[src/rtl/output_filter_slew.sv]
// Multi-channel PID output stage: scales signed deltas, accumulates them per channel and
// limits the result by a per-channel slew rate and min/max bounds over a 5-stage pipeline.
module output_filter_slew #(
    parameter int W_CHAN         = 5,
    parameter int N_CHAN         = 8,
    parameter int W_DELTA        = 18,
    parameter int W_DOUT         = 16,
    parameter int W_MULT         = 10,
    parameter int W_RS           = 5,
    parameter int W_WR_ADDR      = 16,
    parameter int W_WR_CHAN      = 5,
    parameter int W_WR_DATA      = 48,
    parameter int OPT_MIN_ADDR   = 'h10,
    parameter int OPT_MAX_ADDR   = 'h11,
    parameter int OPT_INIT_ADDR  = 'h12,
    parameter int OPT_MULT_ADDR  = 'h13,
    parameter int OPT_RS_ADDR    = 'h14,
    parameter int OPT_SLEW_ADDR  = 'h15,
    parameter int OPT_MODE_ADDR  = 'h16,
    parameter int OPT_INJ_RQST   = 'h17,
    parameter int OPT_CLR_RQST   = 'h18
) (
    input  logic                 clk_in,
    input  logic                 rst_n_in,
    input  logic                 dv_in,
    input  logic [W_CHAN-1:0]    chan_in,
    input  logic [W_DELTA-1:0]   delta_in,
    input  logic                 wr_en,
    input  logic [W_WR_ADDR-1:0] wr_addr,
    input  logic [W_WR_CHAN-1:0] wr_chan,
    input  logic [W_WR_DATA-1:0] wr_data,
    output logic                 dv_out,
    output logic [W_CHAN-1:0]    chan_out,
    output logic [W_DOUT-1:0]    data_out,
    output logic                 sat_out
);

    localparam int W_IDX  = (N_CHAN > 1) ? $clog2(N_CHAN) : 1;
    localparam int W_P    = W_DELTA + W_MULT;
    localparam int W_SUM  = ((W_DOUT > W_P) ? W_DOUT : W_P) + 1;
    localparam int W_SLEW = W_DOUT - 1;
    localparam logic [W_DOUT-1:0] MIN_DEF  = {1'b1, {(W_DOUT-1){1'b0}}};
    localparam logic [W_DOUT-1:0] MAX_DEF  = {1'b0, {(W_DOUT-1){1'b1}}};
    localparam logic [W_MULT-1:0] MULT_DEF = W_MULT'(1);

    // Per-channel configuration and state
    logic [W_DOUT-1:0] min_q  [N_CHAN];
    logic [W_DOUT-1:0] min_d  [N_CHAN];
    logic [W_DOUT-1:0] max_q  [N_CHAN];
    logic [W_DOUT-1:0] max_d  [N_CHAN];
    logic [W_DOUT-1:0] init_q [N_CHAN];
    logic [W_DOUT-1:0] init_d [N_CHAN];
    logic [W_MULT-1:0] mult_q [N_CHAN];
    logic [W_MULT-1:0] mult_d [N_CHAN];
    logic [W_RS-1:0]   rs_q   [N_CHAN];
    logic [W_RS-1:0]   rs_d   [N_CHAN];
    logic [W_SLEW-1:0] slew_q [N_CHAN];
    logic [W_SLEW-1:0] slew_d [N_CHAN];
    logic [2:0]        mode_q [N_CHAN];
    logic [2:0]        mode_d [N_CHAN];
    logic [W_DOUT-1:0] prev_q [N_CHAN];
    logic [W_DOUT-1:0] prev_d [N_CHAN];
    logic [N_CHAN-1:0] inj_q, inj_d;

    logic a_min, a_max, a_init, a_mult, a_rs, a_slew, a_mode, a_inj, a_clr;
    logic [N_CHAN-1:0] wr_sel, clr_now, inj_pend;
    logic [W_IDX-1:0]  inj_sel, chan_idx, fetch_idx;
    logic              issue, chan_ok;
    logic              unused_bits;

    // Stage registers
    logic                    s1_v_q, s1_v_d;
    logic                    s1_inj_q, s1_hold_q, s1_slew_en_q;
    logic [W_IDX-1:0]        s1_idx_q;
    logic [W_DELTA-1:0]      s1_delta_q;
    logic [W_MULT-1:0]       s1_mult_q;
    logic [W_RS-1:0]         s1_rs_q;
    logic [W_SLEW-1:0]       s1_slew_q;
    logic [W_DOUT-1:0]       s1_min_q, s1_max_q, s1_init_q;

    logic                    s2_v_q, s2_v_d;
    logic                    s2_inj_q, s2_hold_q, s2_slew_en_q;
    logic [W_IDX-1:0]        s2_idx_q;
    logic signed [W_P-1:0]   s2_p_q, s2_p_d;
    logic [W_SLEW-1:0]       s2_slew_q;
    logic [W_DOUT-1:0]       s2_min_q, s2_max_q, s2_init_q;

    logic                    s3_v_q, s3_v_d;
    logic                    s3_inj_q, s3_hold_q;
    logic [W_IDX-1:0]        s3_idx_q;
    logic signed [W_P-1:0]   s3_step_q, s3_step_d;
    logic                    s3_ssat_q, s3_ssat_d;
    logic [W_DOUT-1:0]       s3_min_q, s3_max_q, s3_init_q;

    logic                    s4_v_q, s4_v_d;
    logic [W_IDX-1:0]        s4_idx_q;
    logic [W_DOUT-1:0]       s4_data_q, s4_data_d;
    logic                    s4_sat_q, s4_sat_d;

    logic                    dv_out_q, dv_out_d;
    logic [W_CHAN-1:0]       chan_out_q, chan_out_d;
    logic [W_DOUT-1:0]       data_out_q, data_out_d;
    logic                    sat_out_q, sat_out_d;

    logic                    kill1, kill2, kill3, kill4;
    logic                    wb_en;
    logic signed [W_P-1:0]   delta_ext, mult_ext, prod, slew_pos;
    logic signed [W_SUM-1:0] prev_ext, step_ext, sum, min_ext, max_ext;
    logic [W_DOUT-1:0]       prev_cur;

    assign a_min  = (wr_addr == W_WR_ADDR'(OPT_MIN_ADDR));
    assign a_max  = (wr_addr == W_WR_ADDR'(OPT_MAX_ADDR));
    assign a_init = (wr_addr == W_WR_ADDR'(OPT_INIT_ADDR));
    assign a_mult = (wr_addr == W_WR_ADDR'(OPT_MULT_ADDR));
    assign a_rs   = (wr_addr == W_WR_ADDR'(OPT_RS_ADDR));
    assign a_slew = (wr_addr == W_WR_ADDR'(OPT_SLEW_ADDR));
    assign a_mode = (wr_addr == W_WR_ADDR'(OPT_MODE_ADDR));
    assign a_inj  = (wr_addr == W_WR_ADDR'(OPT_INJ_RQST));
    assign a_clr  = (wr_addr == W_WR_ADDR'(OPT_CLR_RQST));
    assign unused_bits = ^wr_data[W_WR_DATA-1:W_DOUT];

    always_comb begin
        wr_sel = '0;
        for (int i = 0; i < N_CHAN; i++) begin
            wr_sel[i] = wr_en && (wr_chan == W_WR_CHAN'(i));
        end
        clr_now = wr_sel & {N_CHAN{a_clr && wr_data[0]}};
    end

    // A channel being cleared this cycle can neither issue nor keep its inject request.
    always_comb begin
        inj_pend = inj_q & ~clr_now;
        inj_sel  = '0;
        for (int i = N_CHAN - 1; i >= 0; i--) begin
            if (inj_pend[i]) inj_sel = W_IDX'(i);
        end
        issue = !dv_in && (|inj_pend);
    end

    always_comb begin
        inj_d = inj_q;
        for (int i = 0; i < N_CHAN; i++) begin
            min_d[i]  = (wr_sel[i] && a_min)  ? wr_data[W_DOUT-1:0] : min_q[i];
            max_d[i]  = (wr_sel[i] && a_max)  ? wr_data[W_DOUT-1:0] : max_q[i];
            init_d[i] = (wr_sel[i] && a_init) ? wr_data[W_DOUT-1:0] : init_q[i];
            mult_d[i] = (wr_sel[i] && a_mult) ? wr_data[W_MULT-1:0] : mult_q[i];
            rs_d[i]   = (wr_sel[i] && a_rs)   ? wr_data[W_RS-1:0]   : rs_q[i];
            slew_d[i] = (wr_sel[i] && a_slew) ? wr_data[W_SLEW-1:0] : slew_q[i];
            mode_d[i] = (wr_sel[i] && a_mode) ? wr_data[2:0]        : mode_q[i];
            if (wr_sel[i] && a_inj) inj_d[i] = 1'b1;
            if (issue && (inj_sel == W_IDX'(i))) inj_d[i] = 1'b0;
            if (clr_now[i]) inj_d[i] = 1'b0;
        end
    end

    // S1 fetch: config arrays are read before this edge's writes land, so a same-cycle
    // write is seen only by the next sample.
    always_comb begin
        chan_idx  = chan_in[W_IDX-1:0];
        chan_ok   = (chan_in < W_CHAN'(N_CHAN));
        fetch_idx = dv_in ? chan_idx : inj_sel;
        s1_v_d    = issue || (dv_in && chan_ok && mode_q[chan_idx][0]);
    end

    assign kill1 = clr_now[s1_idx_q];
    assign kill2 = clr_now[s2_idx_q];
    assign kill3 = clr_now[s3_idx_q];
    assign kill4 = clr_now[s4_idx_q];

    // S2: scaled delta
    always_comb begin
        delta_ext = {{(W_P-W_DELTA){s1_delta_q[W_DELTA-1]}}, s1_delta_q};
        mult_ext  = {{(W_P-W_MULT){s1_mult_q[W_MULT-1]}}, s1_mult_q};
        prod      = delta_ext * mult_ext;
        s2_p_d    = prod >>> s1_rs_q;
        s2_v_d    = s1_v_q && !kill1;
    end

    // S3: since sum - prev is exactly p, the slew clamp acts on p directly and does not
    // depend on prev; this keeps the prev read (and its bypass) confined to S4.
    always_comb begin
        slew_pos  = {{(W_P-W_SLEW){1'b0}}, s2_slew_q};
        s3_step_d = s2_p_q;
        s3_ssat_d = 1'b0;
        if (s2_slew_en_q && (s2_p_q > slew_pos)) begin
            s3_step_d = slew_pos;
            s3_ssat_d = 1'b1;
        end else if (s2_slew_en_q && (s2_p_q < -slew_pos)) begin
            s3_step_d = -slew_pos;
            s3_ssat_d = 1'b1;
        end
        s3_v_d = s2_v_q && !kill2;
    end

    // S4: prev is written at the same edge that closes this stage, so the array always
    // holds the newest result and back-to-back samples never see stale data.
    always_comb begin
        prev_cur  = prev_q[s3_idx_q];
        prev_ext  = {{(W_SUM-W_DOUT){prev_cur[W_DOUT-1]}}, prev_cur};
        step_ext  = {{(W_SUM-W_P){s3_step_q[W_P-1]}}, s3_step_q};
        min_ext   = {{(W_SUM-W_DOUT){s3_min_q[W_DOUT-1]}}, s3_min_q};
        max_ext   = {{(W_SUM-W_DOUT){s3_max_q[W_DOUT-1]}}, s3_max_q};
        sum       = prev_ext + step_ext;
        s4_data_d = sum[W_DOUT-1:0];
        s4_sat_d  = s3_ssat_q;
        if (sum > max_ext) begin
            s4_data_d = s3_max_q;
            s4_sat_d  = 1'b1;
        end else if (sum < min_ext) begin
            s4_data_d = s3_min_q;
            s4_sat_d  = 1'b1;
        end
        wb_en = s3_v_q && !kill3 && !s3_hold_q;
        if (s3_inj_q) begin
            s4_data_d = s3_init_q;
            s4_sat_d  = 1'b0;
            wb_en     = s3_v_q && !kill3;
        end else if (s3_hold_q) begin
            s4_data_d = prev_cur;
            s4_sat_d  = 1'b0;
        end
        s4_v_d = s3_v_q && !kill3;
    end

    always_comb begin
        for (int i = 0; i < N_CHAN; i++) begin
            prev_d[i] = prev_q[i];
            if (wb_en && (s3_idx_q == W_IDX'(i))) prev_d[i] = s4_data_d;
            if (clr_now[i]) prev_d[i] = init_q[i];
        end
    end

    // S5: output register
    always_comb begin
        dv_out_d   = s4_v_q && !kill4;
        chan_out_d = dv_out_d ? W_CHAN'(s4_idx_q) : '0;
        data_out_d = dv_out_d ? s4_data_q : '0;
        sat_out_d  = dv_out_d && s4_sat_q;
    end

    always_ff @(posedge clk_in or negedge rst_n_in) begin
        if (!rst_n_in) begin
            for (int i = 0; i < N_CHAN; i++) begin
                min_q[i]  <= MIN_DEF;
                max_q[i]  <= MAX_DEF;
                init_q[i] <= '0;
                mult_q[i] <= MULT_DEF;
                rs_q[i]   <= '0;
                slew_q[i] <= '1;
                mode_q[i] <= 3'b001;
                prev_q[i] <= '0;
            end
            inj_q      <= '0;
            s1_v_q     <= 1'b0;
            s2_v_q     <= 1'b0;
            s3_v_q     <= 1'b0;
            s4_v_q     <= 1'b0;
            dv_out_q   <= 1'b0;
            chan_out_q <= '0;
            data_out_q <= '0;
            sat_out_q  <= 1'b0;
        end else begin
            min_q      <= min_d;
            max_q      <= max_d;
            init_q     <= init_d;
            mult_q     <= mult_d;
            rs_q       <= rs_d;
            slew_q     <= slew_d;
            mode_q     <= mode_d;
            prev_q     <= prev_d;
            inj_q      <= inj_d;
            s1_v_q     <= s1_v_d;
            s2_v_q     <= s2_v_d;
            s3_v_q     <= s3_v_d;
            s4_v_q     <= s4_v_d;
            dv_out_q   <= dv_out_d;
            chan_out_q <= chan_out_d;
            data_out_q <= data_out_d;
            sat_out_q  <= sat_out_d;
        end
    end

    // Payload registers are qualified by the valid bits above and need no reset.
    always_ff @(posedge clk_in) begin
        s1_inj_q     <= !dv_in;
        s1_hold_q    <= mode_q[fetch_idx][1];
        s1_slew_en_q <= mode_q[fetch_idx][2];
        s1_idx_q     <= fetch_idx;
        s1_delta_q   <= delta_in;
        s1_mult_q    <= mult_q[fetch_idx];
        s1_rs_q      <= rs_q[fetch_idx];
        s1_slew_q    <= slew_q[fetch_idx];
        s1_min_q     <= min_q[fetch_idx];
        s1_max_q     <= max_q[fetch_idx];
        s1_init_q    <= init_q[fetch_idx];

        s2_inj_q     <= s1_inj_q;
        s2_hold_q    <= s1_hold_q;
        s2_slew_en_q <= s1_slew_en_q;
        s2_idx_q     <= s1_idx_q;
        s2_p_q       <= s2_p_d;
        s2_slew_q    <= s1_slew_q;
        s2_min_q     <= s1_min_q;
        s2_max_q     <= s1_max_q;
        s2_init_q    <= s1_init_q;

        s3_inj_q     <= s2_inj_q;
        s3_hold_q    <= s2_hold_q;
        s3_idx_q     <= s2_idx_q;
        s3_step_q    <= s3_step_d;
        s3_ssat_q    <= s3_ssat_d;
        s3_min_q     <= s2_min_q;
        s3_max_q     <= s2_max_q;
        s3_init_q    <= s2_init_q;

        s4_idx_q     <= s3_idx_q;
        s4_data_q    <= s4_data_d;
        s4_sat_q     <= s4_sat_d;
    end

    assign dv_out   = dv_out_q;
    assign chan_out = chan_out_q;
    assign data_out = data_out_q;
    assign sat_out  = sat_out_q;

endmodule

[config.mk]
export PLATFORM = sky130hd
export DESIGN_NAME = output_filter_slew
export DESIGN_NICKNAME = d
export VERILOG_FILES = /design/src/rtl/output_filter_slew.sv
export SDC_FILE = /design/constraint.sdc
export NUM_CORES = 2
export LEC_CHECK = 0
export BUFFER_PORTS_ARGS = -buffer_cell sky130_fd_sc_hd__clkbuf_2
export CORE_ASPECT_RATIO = 1.25
export CORE_MARGIN = 2
export CORE_UTILIZATION = 55
export CTS_CLUSTER_SIZE = 25
export DETAILED_ROUTE_END_ITERATION = 8
export GPL_TIMING_DRIVEN = 0
export HOLD_SLACK_MARGIN = 0.05
export PLACE_DENSITY_LB_ADDON = 0.15
export SYNTH_ARGS = -nofsm -noshare
export SYNTH_HDL_FRONTEND = slang
export SYNTH_SLANG_ARGS = --single-unit
[constraint.sdc]
create_clock -name clk_in -period 10.6 [get_ports clk_in]
set_clock_uncertainty 0.2 [all_clocks]
set_input_delay 1.06 -clock clk_in [delete_from_list [all_inputs] [get_ports clk_in]]
set_output_delay 1.06 -clock clk_in [all_outputs]
set_load 0.1 [all_outputs]
After elaboration in Yosys (flattened, before gate mapping)

Index checks and enable logic that the tools add are counted.

Bits in registers: 1,110
Word-level logic and storage cells: 388

Add/sub/neg operators: 2
$mul: 1
Magnitude comparators: 12
Equality and inequality tests: 30
Shift-type cells: 1
Muxes and demuxes: 96
Bitwise gates (word level): 6
Reduce and logical (&&, ||, !) cells: 128

Operators with widths:

| operator                                                         | number |
|---|---|
| 16-bit two-way mux                                               | 29 |
| 16-bit binary-select mux with 3-bit select                       | 4 |
| 16-bit by 5-bit == test with 1-bit output, second input constant | 9 |
| 1-bit logical AND                                                | 100 |
| 15-bit binary-select mux with 3-bit select                       | 1 |
| 15-bit two-way mux                                               | 3 |
| 3-bit two-way mux                                                | 12 |
| 1-bit two-way mux                                                | 34 |
| 10-bit binary-select mux with 3-bit select                       | 1 |
| 16-bit by 28-bit adder with 29-bit output                        | 1 |
| 29-bit by 16-bit > comparator with 1-bit output                  | 1 |
| 29-bit by 16-bit < comparator with 1-bit output                  | 1 |
| 28-bit by 16-bit > comparator with 1-bit output                  | 1 |
| 28-bit < comparator                                              | 1 |
| 18-bit by 10-bit multiplier with 28-bit output                   | 1 |
| 28-bit two-way mux                                               | 1 |
| 15-bit negator with 28-bit output                                | 1 |
| 28-bit by 5-bit >>> shifter with 28-bit output                   | 1 |
| 3-bit == test, second input constant                             | 8 |
| 3-bit nonzero test                                               | 8 |
| 5-bit by 3-bit == test with 1-bit output, second input constant  | 4 |
| 10-bit two-way mux                                               | 2 |
| 3-bit binary-select mux with 3-bit select                        | 2 |
| 8-bit bitwise AND                                                | 2 |
| other kinds (19)                                                 | 48 |

Depth between registers and ports, before layout

Word-level depth: 18
Depth in mapped cells: 28
Gate-level depth less buffers: 24

Worst setup path after synthesis

Ideal clock, no wire load.

Path type: reg2reg
Start: reg s3_idx_q[0]
End: reg prev_q[125] (netlist name)
Setup time: 153 ps
Arrival time: 7,065 ps
Required time: 10,247 ps
Setup slack: 3,182 ps
Cell stages (with the launch flop): 27
Clock period less this slack: 7,418 ps
Cell sequence: dfxtp_1 buf_2 buf_1 buf_2 mux4_2 mux2_2 ha_1 a211oi_1 o21ai_0 a2111oi_0 o21ai_0 nand3_1 a21oi_1 or3b_2 a21oi_1 xnor2_1 ha_1 nand4_1 nor4_1 o211ai_1 a31o_2 o211ai_1 clkbuf_1 clkbuf_1 nor2_1 a21oi_1 o221ai_1

Word-level cells in the longest chain between the ends: 12

Ends and longest elaborated chain:

| what                                                   | line | source |
|---|---|---|
| from (decl)                                            | 90   | `logic [W_IDX-1:0] s3_idx_q;` |
| from (signal assigned)                                 | 309  | `s3_idx_q <= s2_idx_q;` |
| 3-bit inverter with 4-bit output (implied by the code) | 198  | `prev_cur = prev_q[s3_idx_q];` |
| 16-bit binary-select mux with 3-bit select             | 198  |  |
| 16-bit two-way mux (implied by the code) (2 in a row)  | 198  |  |
| 16-bit by 28-bit adder with 29-bit output              | 203  | `sum = prev_ext + step_ext;` |
| 29-bit by 16-bit < comparator with 1-bit output        | 209  | `end else if (sum < min_ext) begin` |
| 16-bit two-way mux                                     | 209  |  |
| 16-bit two-way mux                                     | 206  | `if (sum > max_ext) begin` |
| 16-bit two-way mux                                     | 218  | `end else if (s3_hold_q) begin` |
| 16-bit two-way mux                                     | 214  | `if (s3_inj_q) begin` |
| 16-bit two-way mux                                     | 228  | `if (wb_en && (s3_idx_q == W_IDX'(i))) prev_d[i] = s4_data_d;` |
| 16-bit two-way mux                                     | 229  | `if (clr_now[i]) prev_d[i] = init_q[i];` |
| to (signal assigned)                                   | 270  | `prev_q <= prev_d;` |
| to (decl)                                              | 61   | `logic [W_DOUT-1:0] prev_q [N_CHAN];` |

Several ways; a longest one is shown, not always the timed one. The select of a mux whose other input is x is not followed.
A chain may end at the register's enable or synchronous reset.

Worst setup path after layout

Start: reg s3_idx_q[0]
End: reg prev_q[9] (netlist name)

Same word-level chain as after synthesis.

==> out/qor.txt <==
final standard cell count with taps included and fillers excluded: 6767
Seq/Total Area, Yosys: 44.7%
crit share post-route: 95.3%
remaining design rule violation count: 0
type of the worst min-delay path: reg -> reg
Period minus WS final: 10110 ps
antenna-violating nets left: 0
Most used DFF post-synth: sky130_fd_sc_hd__dfrtp_1
post-synth design cell area: 59500 µm²
clock sink count: 1110
Detailed Route Iter0 Violations: 3960
leading cell type in the layout, fill and taps excluded: sky130_fd_sc_hd__mux2_2
# port buffers: 72
Max transition margin: 12.9%
hold slack final: 101 ps
Routability Congestion: 0.939
number of top-level design ports: 119
TritonCTS clock tree: yes
CP max-delay cell: sky130_fd_sc_hd__mux4_2
H-tree depth reported by CTS: 3
WP data required: 11080 ps
x dimension of the die: 298 µm
routed wirelength normalized by instance count: 27.1 µm
vias post-DR: 42400
Setup crit start kind: flop
Avg Synthesized Cell Area: 11.8 µm²
multi-input combinational cell area: 30200 µm²
master cell of the clock root buffer: sky130_fd_sc_hd__clkbuf_16
combinational family with the most area after synthesis: multiplexers
clock latency at the later pin of the worst-skew pair: 770 ps
Async S/R FF share, synth: 72.9%
Overall Global Routing Usage: 33.2%
Die ar.: 111000 µm²
first-pass GRT wire length: 276000 µm
kind of end point of the critical path: flop
simple-gate area share of the yosys netlist: 6.67%
Initial Util: 55.6%
post-cts hold buffer count: 0
launch point of the worst reg-to-reg path: s3_idx_q[0]
result of the run: finished, final reports clean
Die Height: 372 µm
placed cell count: 6546
fill cell total of the finished layout: 8871
worst r2r dst: prev_q[9]
final WL: 184000 µm
combined flip-flop and latch cell area: 26600 µm²
Hold Vio Cnt, Final: 0
cells after synthesis: 5037
compound-gate portion of the synthesized area: 13.1%
layout-stage area growth over the synthesis result: 10.7%
clk buf depth: 3
Maximum Capacitance Violations: 0
count of flip-flops with a built-in enable after synthesis: 0
adder and majority cell fraction of the synthesized area: 9.31%
number of detailed-routing iterations run before antenna repair: 9
core region area: 107000 µm²
maximum number of pins on one net before global-route repair: 115
average via count per standard cell: 6.26
Leak: 29.1 nW
maximum achievable frequency: 0.0990 GHz
detailed placement HPWL: 138000 µm
power per unit of standard cell area: 280 nW/µm²
Arr. time, crit path: 10590 ps
post-synthesis mux area share: 20.7%
longest individual stage delay on the worst path: 630 ps
GR Overflow Total: 0
ratio of cells with drive above 1 in the final layout: 27.9%
Crit Path Max Fanout: 10
total number of placement rows: 134
Cells on Worst Hold Path: 0
post-synthesis share of cell area spent on xor and xnor gates: 1.08%
via count of the first global-routing pass: 43300
Clock transition at path regs: 60 ps
count of state elements after synthesis: 1110
setup TNS after final layout: 0 ps
Final nets: 5675
number of antenna violations at the first check in global routing: 21
most frequent cells in the layout: 691 x sky130_fd_sc_hd__mux2_2, 545 x sky130_fd_sc_hd__dfrtp_1, 358 x sky130_fd_sc_hd__mux2i_1, 301 x sky130_fd_sc_hd__dfxtp_1, 272 x sky130_fd_sc_hd__clkbuf_1
RSZ-0062 raised after global routing: no
PnR Total Power: 18.4 mW
Worst Reg2Reg Path Length in Cells: 26
worst min-delay path startpoint: s2_init_q[13]
max-slew violation total from the final report: 0
worst voltage drop across the vdd grid: 0.265 mV
number of distinct library cells after synthesis: 103
end point of the most critical hold path: s3_init_q[13]
worst setup path class: reg -> reg
warnings from Yosys: 0
Worst Max-Slew Pin Slew: 1310 ps
register-to-register setup slack: 490 ps
final setup fails: 0
number of buffers created by CTS: 110
-- layer usage --
metal	wire length [µm]	track usage, %	vias up
met2	89100	56.4	1552
met1	73300	41.6	21600
li1	-	-	18700
met5	80	0	-
met4	9240	15.9	12
met3	11800	5.26	428
-- where the power goes --
part	switching (mW)	internal, mW
registers	0.298	4.67
clock network	1.76	2.39
logic	5.96	3.35
-- synthesized netlist by cell type (all sizes together), types with 133 or more instances --
cell	n	area, µm²
ha	193	2410
a22oi	133	998
nor2	206	783
mux2i	358	3580
clkbuf	250	942
nand2	267	1000
dfrtp	545	13600
inv	269	1010
dfxtp	301	6030
o21ai	152	764
dfstp	264	6940
mux2	691	7780
fa	156	3120
-- kinds of logic after synthesis --
| group | Yosys count |
|---|---|
| flops | 1110 |
| simple gates | 822 |
| compound gates | 962 |
| buf+inv | 629 |
| xor+xnor | 73 |
| mux | 1091 |
| fa+ha+maj | 349 |
| other cells | 1 |
-- metrics by stage --
| step | area [µm²] | utilization [%] | worst slack, ps |
|---|---|---|---|
| 2_1_floorplan | 59500 | - | 3180 |
| 3_3_place_gp | 61600 | 57.6 | -11220 |
| 3_5_place_dp | 61900 | 57.8 | -519 |
| 4_1_cts | 65800 | 61.5 | 15.9 |
| 5_1_grt | 65800 | 61.5 | 52.7 |
| 6_report | 65800 | 61.5 | 494 |
-- flip-flops by register name (all words and copies together) (netlist names), 15 cells and up --
| signal | flops |
|---|---|
| data_out | 16 |
| init_q | 128 |
| max_q | 128 |
| min_q | 128 |
| mode_q | 24 |
| mult_q | 80 |
| prev_q | 128 |
| rs_q | 40 |
| s1_delta_q | 18 |
| s1_init_q | 16 |
| s1_max_q | 16 |
| s1_min_q | 16 |
| s1_slew_q | 15 |
| s2_init_q | 16 |
| s2_max_q | 16 |
| s2_min_q | 16 |
| s2_p_q | 28 |
| s2_slew_q | 15 |
| s3_init_q | 16 |
| s3_max_q | 16 |
| s3_min_q | 16 |
| s3_step_q | 28 |
| s4_data_q | 16 |
| slew_q | 120 |
-- worst max-delay path by stage --
stage,cells past startpoint,from,slack [ps],endpoint
global route,27,s3_idx_q[0],50,prev_q[81]
detailed placement,27,s3_idx_q[0],-520,prev_q[81]
global placement,1,rst_n_in,-11220,prev_q[43]
CTS,27,s3_idx_q[0],20,prev_q[81]
floorplan,26,s3_idx_q[0],3180,prev_q[125]
finish,26,s3_idx_q[0],490,prev_q[9]
-- cell type report --
| cell class | count | share of cell area, % |
|---|---|---|
| inverters | 269 | 1.53 |
| clock buffers | 172 | 5.22 |
| well taps | 1428 | 2.71 |
| flip-flops and latches | 1110 | 40.4 |
| repair buffers | 80 | 0.895 |
| diodes | 11 | 0.0418 |
| plain buffers | 360 | 2.51 |
| multi-input cells | 3299 | 46.0 |
| clock inverters | 38 | 0.707 |
-- worst max-delay path, delay by kind of cell (launching register included) --
kind / cells / cell delay [ps]
and+or+nand+nor: 6 / 2200
DFF: 1 / 380
adders and majority gates: 2 / 630
buffers and inverters: 5 / 2540
xor gates and xnor gates: 1 / 120
muxes: 2 / 980
AOI/OAI and AO/OA: 10 / 2970
-- repair_timing --
item / 4_1_cts / 5_1_grt
resized for setup: 3 / 12
endpoints found under the hold margin: 0 / 0
endpoints found under the setup margin: 123 / 124
setup buffers: 0 / 0
(Power assumes the default switching activity.)
